**src/rtl/huffman_bit_packer_if.sv**
```systemverilog
// huffman_bit_packer_if
//   Bundles the table-load, symbol, flush and byte handshakes of the
//   Huffman bit packer. The clock and reset are not part of the bundle.
//   When HUFF_PACK_BITCNT_EN is defined, bit_count[23:0] is also carried.
//
//   Modports:
//     master : the side that loads the table, offers symbols and consumes bytes
//     slave  : the packer itself
interface huffman_bit_packer_if #(
    parameter int SYM_W  = 8,
    parameter int CODE_W = 17,
    parameter int LEN_W  = 4
);
    // Table load
    logic              tbl_valid;
    logic [SYM_W-1:0]  tbl_symbol;
    logic [LEN_W-1:0]  tbl_length;
    logic [CODE_W-1:0] tbl_code;
    // Symbol stream
    logic              sym_valid;
    logic [SYM_W-1:0]  sym_in;
    logic              sym_ready;
    logic              flush;
    // Byte stream
    logic [7:0]        byte_out;
    logic              byte_valid;
    logic              byte_ready;
    // Status
    logic              done;
    logic              err;
`ifdef HUFF_PACK_BITCNT_EN
    logic [23:0]       bit_count;
`endif

    modport master (
        output tbl_valid, tbl_symbol, tbl_length, tbl_code,
        output sym_valid, sym_in, flush, byte_ready,
        input  sym_ready, byte_out, byte_valid, done, err
`ifdef HUFF_PACK_BITCNT_EN
        , input bit_count
`endif
    );

    modport slave (
        input  tbl_valid, tbl_symbol, tbl_length, tbl_code,
        input  sym_valid, sym_in, flush, byte_ready,
        output sym_ready, byte_out, byte_valid, done, err
`ifdef HUFF_PACK_BITCNT_EN
        , output bit_count
`endif
    );
endinterface

```
**src/rtl/huffman_bit_packer.sv**
```systemverilog
// huffman_bit_packer
//   Loads a per-symbol {length, code} table, then packs the codewords of a
//   symbol stream MSB-first into bytes. A flush zero-pads the last partial
//   byte, drains the buffer and reports done. Symbols with no code (length 0)
//   are swallowed and raise a sticky err.
//
//   Ports:
//     clock : rising-edge clock
//     rst   : asynchronous, active-low reset
//     bus   : huffman_bit_packer_if.slave (table load, symbols, flush,
//             bytes, done, err)
//
//   Optional feature: define HUFF_PACK_BITCNT_EN to add bus.bit_count, a
//   saturating count of code bits appended (padding excluded), cleared by
//   reset and when a new table load starts from DONE.
module huffman_bit_packer #(
    parameter int SYM_W  = 8,
    parameter int CODE_W = 17,
    parameter int LEN_W  = 4
) (
    input  logic                  clock,
    input  logic                  rst,
    huffman_bit_packer_if.slave   bus
);

    localparam int DEPTH = 2 ** SYM_W;

    typedef enum logic [1:0] {
        ST_LOAD  = 2'd0,
        ST_RUN   = 2'd1,
        ST_FLUSH = 2'd2,
        ST_DONE  = 2'd3
    } state_t;

    // Code table
    logic [LEN_W-1:0]  len_tbl_q  [DEPTH];
    logic [CODE_W-1:0] code_tbl_q [DEPTH];

    // Control and bit buffer
    state_t      state_q,      state_d;
    logic [4:0]  cnt_q,        cnt_d;
    logic [23:0] acc_q,        acc_d;
    logic        loaded_q,     loaded_d;
    logic        err_q,        err_d;
    logic        done_q,       done_d;
    logic        sym_ready_q,  sym_ready_d;
    logic        byte_valid_q, byte_valid_d;
`ifdef HUFF_PACK_BITCNT_EN
    logic [23:0] bit_count_q,  bit_count_d;
    logic [24:0] bit_sum;
`endif

    logic              tbl_we;
    logic              accept;
    logic              pop;
    logic [LEN_W-1:0]  lk_len;
    logic [CODE_W-1:0] lk_code;
    logic [23:0]       acc_sh;
    logic [4:0]        cnt_sh;

    // Places the low len bits of code directly behind the used bits of a
    // left-aligned 24-bit buffer holding used bits.
    function automatic logic [23:0] place_code(
        input logic [CODE_W-1:0] code,
        input logic [LEN_W-1:0]  len,
        input logic [4:0]        used
    );
        logic [CODE_W-1:0] masked;
        logic [23:0]       wide;
        logic [5:0]        shamt;
        masked = code & ~({CODE_W{1'b1}} << len);
        wide   = 24'(masked);
        shamt  = 6'd24 - 6'(used) - 6'(len);
        return wide << shamt;
    endfunction

    assign lk_len  = len_tbl_q[bus.sym_in];
    assign lk_code = code_tbl_q[bus.sym_in];
    assign accept  = bus.sym_valid && sym_ready_q;
    assign pop     = byte_valid_q && bus.byte_ready;
    assign tbl_we  = bus.tbl_valid && ((state_q == ST_LOAD) || (state_q == ST_DONE));

    // Buffer after a byte handed downstream this cycle, if any
    assign acc_sh  = pop ? (acc_q << 8) : acc_q;
    assign cnt_sh  = pop ? (cnt_q - 5'd8) : cnt_q;

    always_comb begin
        state_d   = state_q;
        cnt_d     = cnt_q;
        acc_d     = acc_q;
        loaded_d  = loaded_q;
        err_d     = err_q;
        done_d    = done_q;
`ifdef HUFF_PACK_BITCNT_EN
        bit_count_d = bit_count_q;
        bit_sum     = {1'b0, bit_count_q} + 25'(lk_len);
`endif
        case (state_q)
            ST_LOAD: begin
                if (bus.tbl_valid) begin
                    loaded_d = 1'b1;
                end else if (loaded_q) begin
                    state_d = ST_RUN;
                end
            end
            ST_RUN: begin
                cnt_d = cnt_sh;
                acc_d = acc_sh;
                if (accept) begin
                    if (lk_len == '0) begin
                        err_d = 1'b1;
                    end else begin
                        acc_d = acc_sh | place_code(lk_code, lk_len, cnt_sh);
                        cnt_d = cnt_sh + 5'(lk_len);
`ifdef HUFF_PACK_BITCNT_EN
                        bit_count_d = bit_sum[24] ? 24'hFFFFFF : bit_sum[23:0];
`endif
                    end
                end
                if (bus.flush) begin
                    state_d = ST_FLUSH;
                end
            end
            ST_FLUSH: begin
                if (cnt_q == 5'd0) begin
                    state_d = ST_DONE;
                    done_d  = 1'b1;
                end else if (cnt_q < 5'd8) begin
                    // Zero bits already sit behind the data; only the count moves
                    cnt_d = 5'd8;
                end else begin
                    cnt_d = cnt_sh;
                    acc_d = acc_sh;
                end
            end
            ST_DONE: begin
                if (bus.tbl_valid) begin
                    state_d  = ST_LOAD;
                    done_d   = 1'b0;
                    loaded_d = 1'b1;
`ifdef HUFF_PACK_BITCNT_EN
                    bit_count_d = '0;
`endif
                end
            end
            default: begin
                state_d = ST_LOAD;
            end
        endcase

        // Outputs are registered from next-state values so they never
        // depend combinationally on byte_ready.
        sym_ready_d  = (state_d == ST_RUN) && (cnt_d <= 5'd9);
        byte_valid_d = (cnt_d >= 5'd8);
    end

    always_ff @(posedge clock or negedge rst) begin
        if (!rst) begin
            state_q      <= ST_LOAD;
            cnt_q        <= '0;
            acc_q        <= '0;
            loaded_q     <= 1'b0;
            err_q        <= 1'b0;
            done_q       <= 1'b0;
            sym_ready_q  <= 1'b0;
            byte_valid_q <= 1'b0;
`ifdef HUFF_PACK_BITCNT_EN
            bit_count_q  <= '0;
`endif
        end else begin
            state_q      <= state_d;
            cnt_q        <= cnt_d;
            acc_q        <= acc_d;
            loaded_q     <= loaded_d;
            err_q        <= err_d;
            done_q       <= done_d;
            sym_ready_q  <= sym_ready_d;
            byte_valid_q <= byte_valid_d;
`ifdef HUFF_PACK_BITCNT_EN
            bit_count_q  <= bit_count_d;
`endif
        end
    end

    // Lengths reset to 0 so every symbol starts out "no code"
    always_ff @(posedge clock or negedge rst) begin
        if (!rst) begin
            for (int i = 0; i < DEPTH; i++) begin
                len_tbl_q[i] <= '0;
            end
        end else if (tbl_we) begin
            len_tbl_q[bus.tbl_symbol] <= bus.tbl_length;
        end
    end

    // Codes are only meaningful where the length is non-zero; no reset needed
    always_ff @(posedge clock) begin
        if (tbl_we) begin
            code_tbl_q[bus.tbl_symbol] <= bus.tbl_code;
        end
    end

    assign bus.sym_ready  = sym_ready_q;
    assign bus.byte_out   = acc_q[23:16];
    assign bus.byte_valid = byte_valid_q;
    assign bus.done       = done_q;
    assign bus.err        = err_q;
`ifdef HUFF_PACK_BITCNT_EN
    assign bus.bit_count  = bit_count_q;
`endif

endmodule

```
**src/flat_wrapper.sv**
```systemverilog
// flat-port wrapper written by rule: the top's interface ports become plain ports
module huffman_bit_packer_flat 
#(
    parameter int SYM_W  = 8,
    parameter int CODE_W = 17,
    parameter int LEN_W  = 4
)
  (clock, rst, bus_tbl_valid, bus_tbl_symbol, bus_tbl_length, bus_tbl_code, bus_sym_valid, bus_sym_in, bus_flush, bus_byte_ready, bus_sym_ready, bus_byte_out, bus_byte_valid, bus_done, bus_err);
  huffman_bit_packer_if #(.SYM_W(SYM_W), .CODE_W(CODE_W), .LEN_W(LEN_W)) bus_i ();
  input  logic clock;
  input  logic rst;
  input wire logic [$bits(bus_i.tbl_valid)-1:0] bus_tbl_valid;
  input wire logic [$bits(bus_i.tbl_symbol)-1:0] bus_tbl_symbol;
  input wire logic [$bits(bus_i.tbl_length)-1:0] bus_tbl_length;
  input wire logic [$bits(bus_i.tbl_code)-1:0] bus_tbl_code;
  input wire logic [$bits(bus_i.sym_valid)-1:0] bus_sym_valid;
  input wire logic [$bits(bus_i.sym_in)-1:0] bus_sym_in;
  input wire logic [$bits(bus_i.flush)-1:0] bus_flush;
  input wire logic [$bits(bus_i.byte_ready)-1:0] bus_byte_ready;
  output wire logic [$bits(bus_i.sym_ready)-1:0] bus_sym_ready;
  output wire logic [$bits(bus_i.byte_out)-1:0] bus_byte_out;
  output wire logic [$bits(bus_i.byte_valid)-1:0] bus_byte_valid;
  output wire logic [$bits(bus_i.done)-1:0] bus_done;
  output wire logic [$bits(bus_i.err)-1:0] bus_err;
  assign bus_i.tbl_valid = bus_tbl_valid;
  assign bus_i.tbl_symbol = bus_tbl_symbol;
  assign bus_i.tbl_length = bus_tbl_length;
  assign bus_i.tbl_code = bus_tbl_code;
  assign bus_i.sym_valid = bus_sym_valid;
  assign bus_i.sym_in = bus_sym_in;
  assign bus_i.flush = bus_flush;
  assign bus_i.byte_ready = bus_byte_ready;
  assign bus_sym_ready = bus_i.sym_ready;
  assign bus_byte_out = bus_i.byte_out;
  assign bus_byte_valid = bus_i.byte_valid;
  assign bus_done = bus_i.done;
  assign bus_err = bus_i.err;
  huffman_bit_packer #(.SYM_W(SYM_W), .CODE_W(CODE_W), .LEN_W(LEN_W)) u_core (.clock(clock), .rst(rst), .bus(bus_i));
endmodule
```
**config.mk**
```make
export PLATFORM = sky130hd
export DESIGN_NAME = huffman_bit_packer_flat
export DESIGN_NICKNAME = d
export VERILOG_FILES = /design/src/rtl/huffman_bit_packer_if.sv /design/src/rtl/huffman_bit_packer.sv /design/src/flat_wrapper.sv
export SDC_FILE = /design/constraint.sdc
export NUM_CORES = 2
export LEC_CHECK = 0
export CORE_AREA = 2 2 694 835
export DETAILED_ROUTE_END_ITERATION = 10
export DIE_AREA = 0 0 696 837
export DONT_BUFFER_PORTS = 1
export PLACE_DENSITY = 0.53
export SLEW_MARGIN = 20
export SYNTH_ARGS = -nofsm -noshare
export SYNTH_HDL_FRONTEND = slang
export SYNTH_MEMORY_MAX_BITS = 65536
export SYNTH_SLANG_ARGS = --single-unit
```
**constraint.sdc**
```tcl
create_clock -name clock -period 5.89 [get_ports clock]
set_input_delay 1.178 -clock clock [delete_from_list [all_inputs] [get_ports clock]]
set_output_delay 1.178 -clock clock [all_outputs]
set_load 0.02 [all_outputs]
```
After elaboration in Yosys (flattened, before gate mapping). Memories as Yosys holds them, arrays and structs flattened. Cells that the tools add are included.

Flip-flop bits (word level): 1060. Memory bits (writable): 4352. Memories: 1. Bits of input ports: 43.

Memory list: u_core.code_tbl_q (words 256, bits a word 17, rd ports 1, clocked after Yosys merged registers in 0, write ports 1, RTL line huffman_bit_packer.sv:37) `logic [CODE_W-1:0] code_tbl_q [DEPTH];`.

Mux-type cells: 29. Add/sub/neg operators: 4. $lt $le $gt $ge: 6. Equality and inequality tests: 8. Bitwise gates (word level): 5. Shifts and indexed selects: 2. Reductions and logical operators: 16.

Operator list (number): bitwise mux 1024 bit (1); two-way mux 24 bit (5); one-hot mux 24 bit (2 select lines) (1); binary-select mux 4 bit (select 8 bit) (1); demux 4 bit (select 8 bit) (1); two-way mux 5 bit (5); OR 24 bit (1); << shifter 17 x 6 -> 24 bit (1); greater-or-equal comparator 9 bit, second input constant (2); NOT 8 -> 9 bit (2); AND 17 bit (1); NOT 17 bit (1); << shifter 17 x 4 -> 17 bit, first input constant (1); two-way mux 4 bit (3); two-way mux 2 bit (5); one-hot mux 5 bit (2 select lines) (1); less-than comparator 9 x 1 -> 1 bit, second input constant (1); AND reduction 3 bit (3); one-hot mux 2 bit (4 select lines) (1); inequality test 2 bit, second input constant (3); subtractor 5 x 5 -> 6 bit, first input constant (1); subtractor 6 x 4 -> 6 bit (1); adder 5 x 4 -> 5 bit (1); greater-or-equal comparator 5 x 4 -> 1 bit, second input constant (1); other kinds (16) (26).

Logic depth before layout (Yosys ltp).
Depth in word-level cells: 12. Depth in mapped cells: 28. Depth with buffers taken out: 18.

Worst setup path after synthesis. OpenSTA, ideal clock, no wires.

Path type: in2reg. Start: in bus_sym_in[0]. End: reg u_core.acc_q[20]. Slack: -0.077 ns. Arrival: 5.848 ns. Buffers on the path: 8. Stages on the path: 25. Cell sequence: buf_6 > buf_12 > buf_12 > buf_12 > buf_12 > buf_12 > buf_12 > mux2i_1 > a22oi_1 > a21oi_1 > o41ai_1 > o311ai_1 > or3b_4 > inv_6 > buf_6 > ha_1 > inv_1 > ha_1 > fa_1 > xnor2_1 > nor2_1 > nand2_1 > o22ai_1 > o41a_1 > and2_1.

Cells in the longest elaborated chain, start to end: 12. Elaborated cells on any way between the ends: 15.

Ends and longest elaborated chain: start: declaration (RTL line flat_wrapper.sv:17) `input wire logic [$bits(bus_i.sym_in)-1:0] bus_sym_in;`; NOT 8 -> 9 bit (implied by the code) (RTL line huffman_bit_packer.sv:77) `assign lk_len = len_tbl_q[bus.sym_in];`; binary-select mux 4 bit (select 8 bit) (RTL line huffman_bit_packer.sv:77); two-way mux 4 bit (implied by the code) (2 in a row) (RTL line huffman_bit_packer.sv:77); << shifter 17 x 4 -> 17 bit (RTL line huffman_bit_packer.sv:71) `masked = code & ~({CODE_W{1'b1}} << len);`; NOT 17 bit (RTL line huffman_bit_packer.sv:71); AND 17 bit (RTL line huffman_bit_packer.sv:71); << shifter 17 x 6 -> 24 bit (RTL line huffman_bit_packer.sv:74) `return wide << shamt;`; OR 24 bit (RTL line huffman_bit_packer.sv:113) `acc_d = acc_sh | place_code(lk_code, lk_len, cnt_sh);`; two-way mux 24 bit * (RTL line huffman_bit_packer.sv:110) `if (lk_len == '0) begin`; two-way mux 24 bit * (RTL line huffman_bit_packer.sv:109) `if (accept) begin`; one-hot mux 24 bit (2 select lines) * (RTL line huffman_bit_packer.sv:98) `case (state_q)`; end signal: assignment (RTL line huffman_bit_packer.sv:161) `acc_q <= '0;`; end signal: assignment (RTL line huffman_bit_packer.sv:173) `acc_q <= acc_d;`; end: declaration (RTL line huffman_bit_packer.sv:42) `logic [23:0] acc_q, acc_d;`.

Every way passes the cells marked *; elsewhere a longest branch is shown, timed or not. The select of a mux whose other input is x is not followed. A chain may end at the register's enable or synchronous reset.

Worst setup path after layout.
Start: in bus_sym_in[2]. End: reg u_core.acc_q[18].

Same word-level chain as after synthesis.

==> metrics.cfg <==
[routing]
drcViolationCount = 0
drt_iter0_drc = 15200
wire_per_inst_um = 37.6
antenna_left = 0
wl_mm = 738
first_pass_iters = 6
vias_per_cell = 5.84
vias = 114435

[timing]
worstMarginPinSlew_ns = 1.77
finalWorstSetupSlack_ns = 0.0484
fmax_mhz = 171
slew_headroom_pct = -17.7
setup_viol = 0
report.final.slew_viol_count = 258
finClkSkew_ns = 0.0759
tns_ns = 0
finalCriticalPeriod_ns = 5.84
rsz0062_at_grt = yes
hold_viol_final = 0
timing.final.crit_share_pct = 99.2

[synth]
synthArstFlopShare_pct = 21.6
synth_edf_count = 3840
synth_cell_type_count = 118
yosysTopAreaCell = edfxtp_1
syn_area_per_cell_um2 = 19.3
synth_top_family_by_area = multiplexers
ys_seq_area_share_pct = 70.7
yosysTopAreaCellShare_pct = 57.5
synth_area_um2 = 200000
synth_nets = 10453
synth_compound_area_share_pct = 3.86
synthTopCellsByArea = edfxtp_1, dfrtp_1, mux4_2
yosys.area_share.simple_pct = 2.32
ys.flop_type = edfxtp_1
synth-adder-area-share_pct = 0.130
ys_warn_count = 0
netlist_instances = 10391
synth.ff_latch_count = 4900
synth_xor_area_share_pct = 0.0349
synthMuxAreaShare_pct = 20.2

[clock_tree]
htreeDepth = 5
clk_latency_ns = 1.08
cts_tree = built
cts.sinks = 4900
ctsHoldBuffers = 0
cts_inserted_buffers = 478
clockRootBuffer = clkbuf_16
cts_buffer_depth = 4
path_clk_slew_ns = 0.07

[power]
max-vdd-ir-drop_mv = 0.259
leakagePower_uw = 0.0844
power_density_nw_per_um2 = 329

[critical_path]
cpMostUsedCell = buf_4
end_kind = flip-flop
critPathRequiredTime_ns = 6.90
crit_type = input pin to flip-flop
arrival_ns = 6.86
critPathMaxFanout = 34
critPathMaxStageDelay_ns = 0.53
slowest_stage = o41ai_2
cp-start-kind = input pin

[die]
rows = 305
initial_core_util_pct = 35.0
fp.coreArea_um2 = 574000
die_h_um = 837
chipWidth_um = 696
die-area_um2 = 583000
io_pins = 55

[min_path]
hold_path.class = input pin to asynchronous set/reset pin

[finish]
fin_util_pct = 40.8
area_growth_pct = 16.7
layout_common_cells = edfxtp_1, mux2_2, buf_4
final_common_cell = edfxtp_1
drive_above_1_share_pct = 35.3
fill_cells = 50755
final_nets = 11510

[global_routing]
gr-total-overflow = 0
antenna_found_initial = 79
grt_pass1_wl_mm = 993
grt_use_total_pct = 24.7
grt_pass1_vias = 113833
grt_max_degree = 257

[run]
cap_violations = 0

[place]
dp_hpwl_mm = 436
port_buffers = 0
pre_cts_slack_ns = -3.65
globalplace.congestion = 0.885

[run_status]
violations = slew limit
outcome = finished with violations

synthesized netlist by cell type (all sizes together) (29+ instances only):
cell and number:
a31oi 39, inv 30, clkbuf 319, mux2 1077, mux2i 670, o22ai 108
dfrtp 1060, nand4 33, a22oi 307, mux4 930, a21oi 171, nand2 285
a221oi 64, o21ai 99, o221ai 29, nor2 369, buf 338, nor3 52
edfxtp 3840, nand3 103
report_power, final:
part	internal, µW	switching (µW)
Combinational	3020	4250
Sequential	38000	384
Clock	17600	13700
Total	58600	18400
sequential cells by signal (all words and copies together) (netlist names):
signal                 count
u_core.bus.byte_valid      1
u_core.loaded_q            1
u_core.len_tbl_q        1024
u_core.cnt_q               5
u_core.bus.done            1
u_core.state_q             2
u_core.code_tbl_q       3840
u_core.acc_q              24
u_core.bus.sym_ready       1
u_core.bus.err             1
stage by stage:
step | hold slack, ns | power (µW) | cells | cell area, µm²
after floorplan | 0.436 | 42700 | 10391 | 201000
final | 0.0727 | 77000 | 19595 | 234000
after global placement | 0.457 | 45800 | 18576 | 216000
after detailed placement | 0.459 | 45900 | 18587 | 216000
after global routing | 0.0840 | 79000 | 19564 | 234000
after CTS | 0.0436 | 77200 | 19535 | 234000
critical path: cells and delay by family:
kind / cells / cell delay (ns)
AOI/OAI and AO/OA: 7 / 1.59
buffers and inverters: 11 / 1.97
xor gates and xnor gates: 1 / 0.23
and+or+nand+nor: 3 / 0.79
adders and majority gates: 3 / 0.89
cells by family after synthesis:
logic type | Yosys count
compound gates | 1077
fa+ha+maj | 19
simple gates | 1016
buf+inv | 694
mux | 2677
xor+xnor | 8
flops | 4900
worst paths after layout:
check	start	to	slack [ns]	cells after the start
min in group clock	bus_tbl_code[11]	u_core.code_tbl_q[136][11]$_DFFE_PP_	0.21	0
hold / removal	rst	u_core.len_tbl_q[495]$_DFFE_PN0P_	0.07	1
max in group asynchronous	rst	u_core.len_tbl_q[49]$_DFFE_PN0P_	4.29	2
setup / recovery	bus_sym_in[2]	u_core.acc_q[18]$_DFFE_PN0P_	0.05	25
hold reg to reg	u_core.loaded_q$_DFFE_PN0P_	u_core.loaded_q$_DFFE_PN0P_	0.47	1
setup reg to reg	u_core.len_tbl_q[15]$_DFFE_PN0P_	u_core.acc_q[18]$_DFFE_PN0P_	0.84	22
area by class of cell:
| class | instances | area, µm² | share of cell area [%] |
|---|---|---|---|
| sequential | 4900 | 142000 | 60.6 |
| multi-input combinational | 4797 | 54300 | 23.2 |
| clock buffer | 641 | 13200 | 5.63 |
| timing repair buffer | 1237 | 12200 | 5.19 |
| tap | 7675 | 9600 | 4.10 |
| clock inverter | 266 | 2650 | 1.13 |
| inverter | 34 | 150 | 0.0642 |
| antenna | 45 | 113 | 0.0481 |
repair_timing:
item	4_1_cts	5_1_grt
endpoints found under the setup margin	32	22
hold endpoints to repair	0	0
buffers inserted	2	4
pin swaps	4	6
cloned	39	8
resized for setup	19	17
per-layer routing:
layer	GRT usage, %	up-vias	wire [µm]
li1	-	44565	-
met1	31.7	62458	279000
met2	39.5	6081	347000
met3	5.57	1299	68100
met4	12.5	32	43800
met5	0	-	227
(Power assumes the default switching activity.)
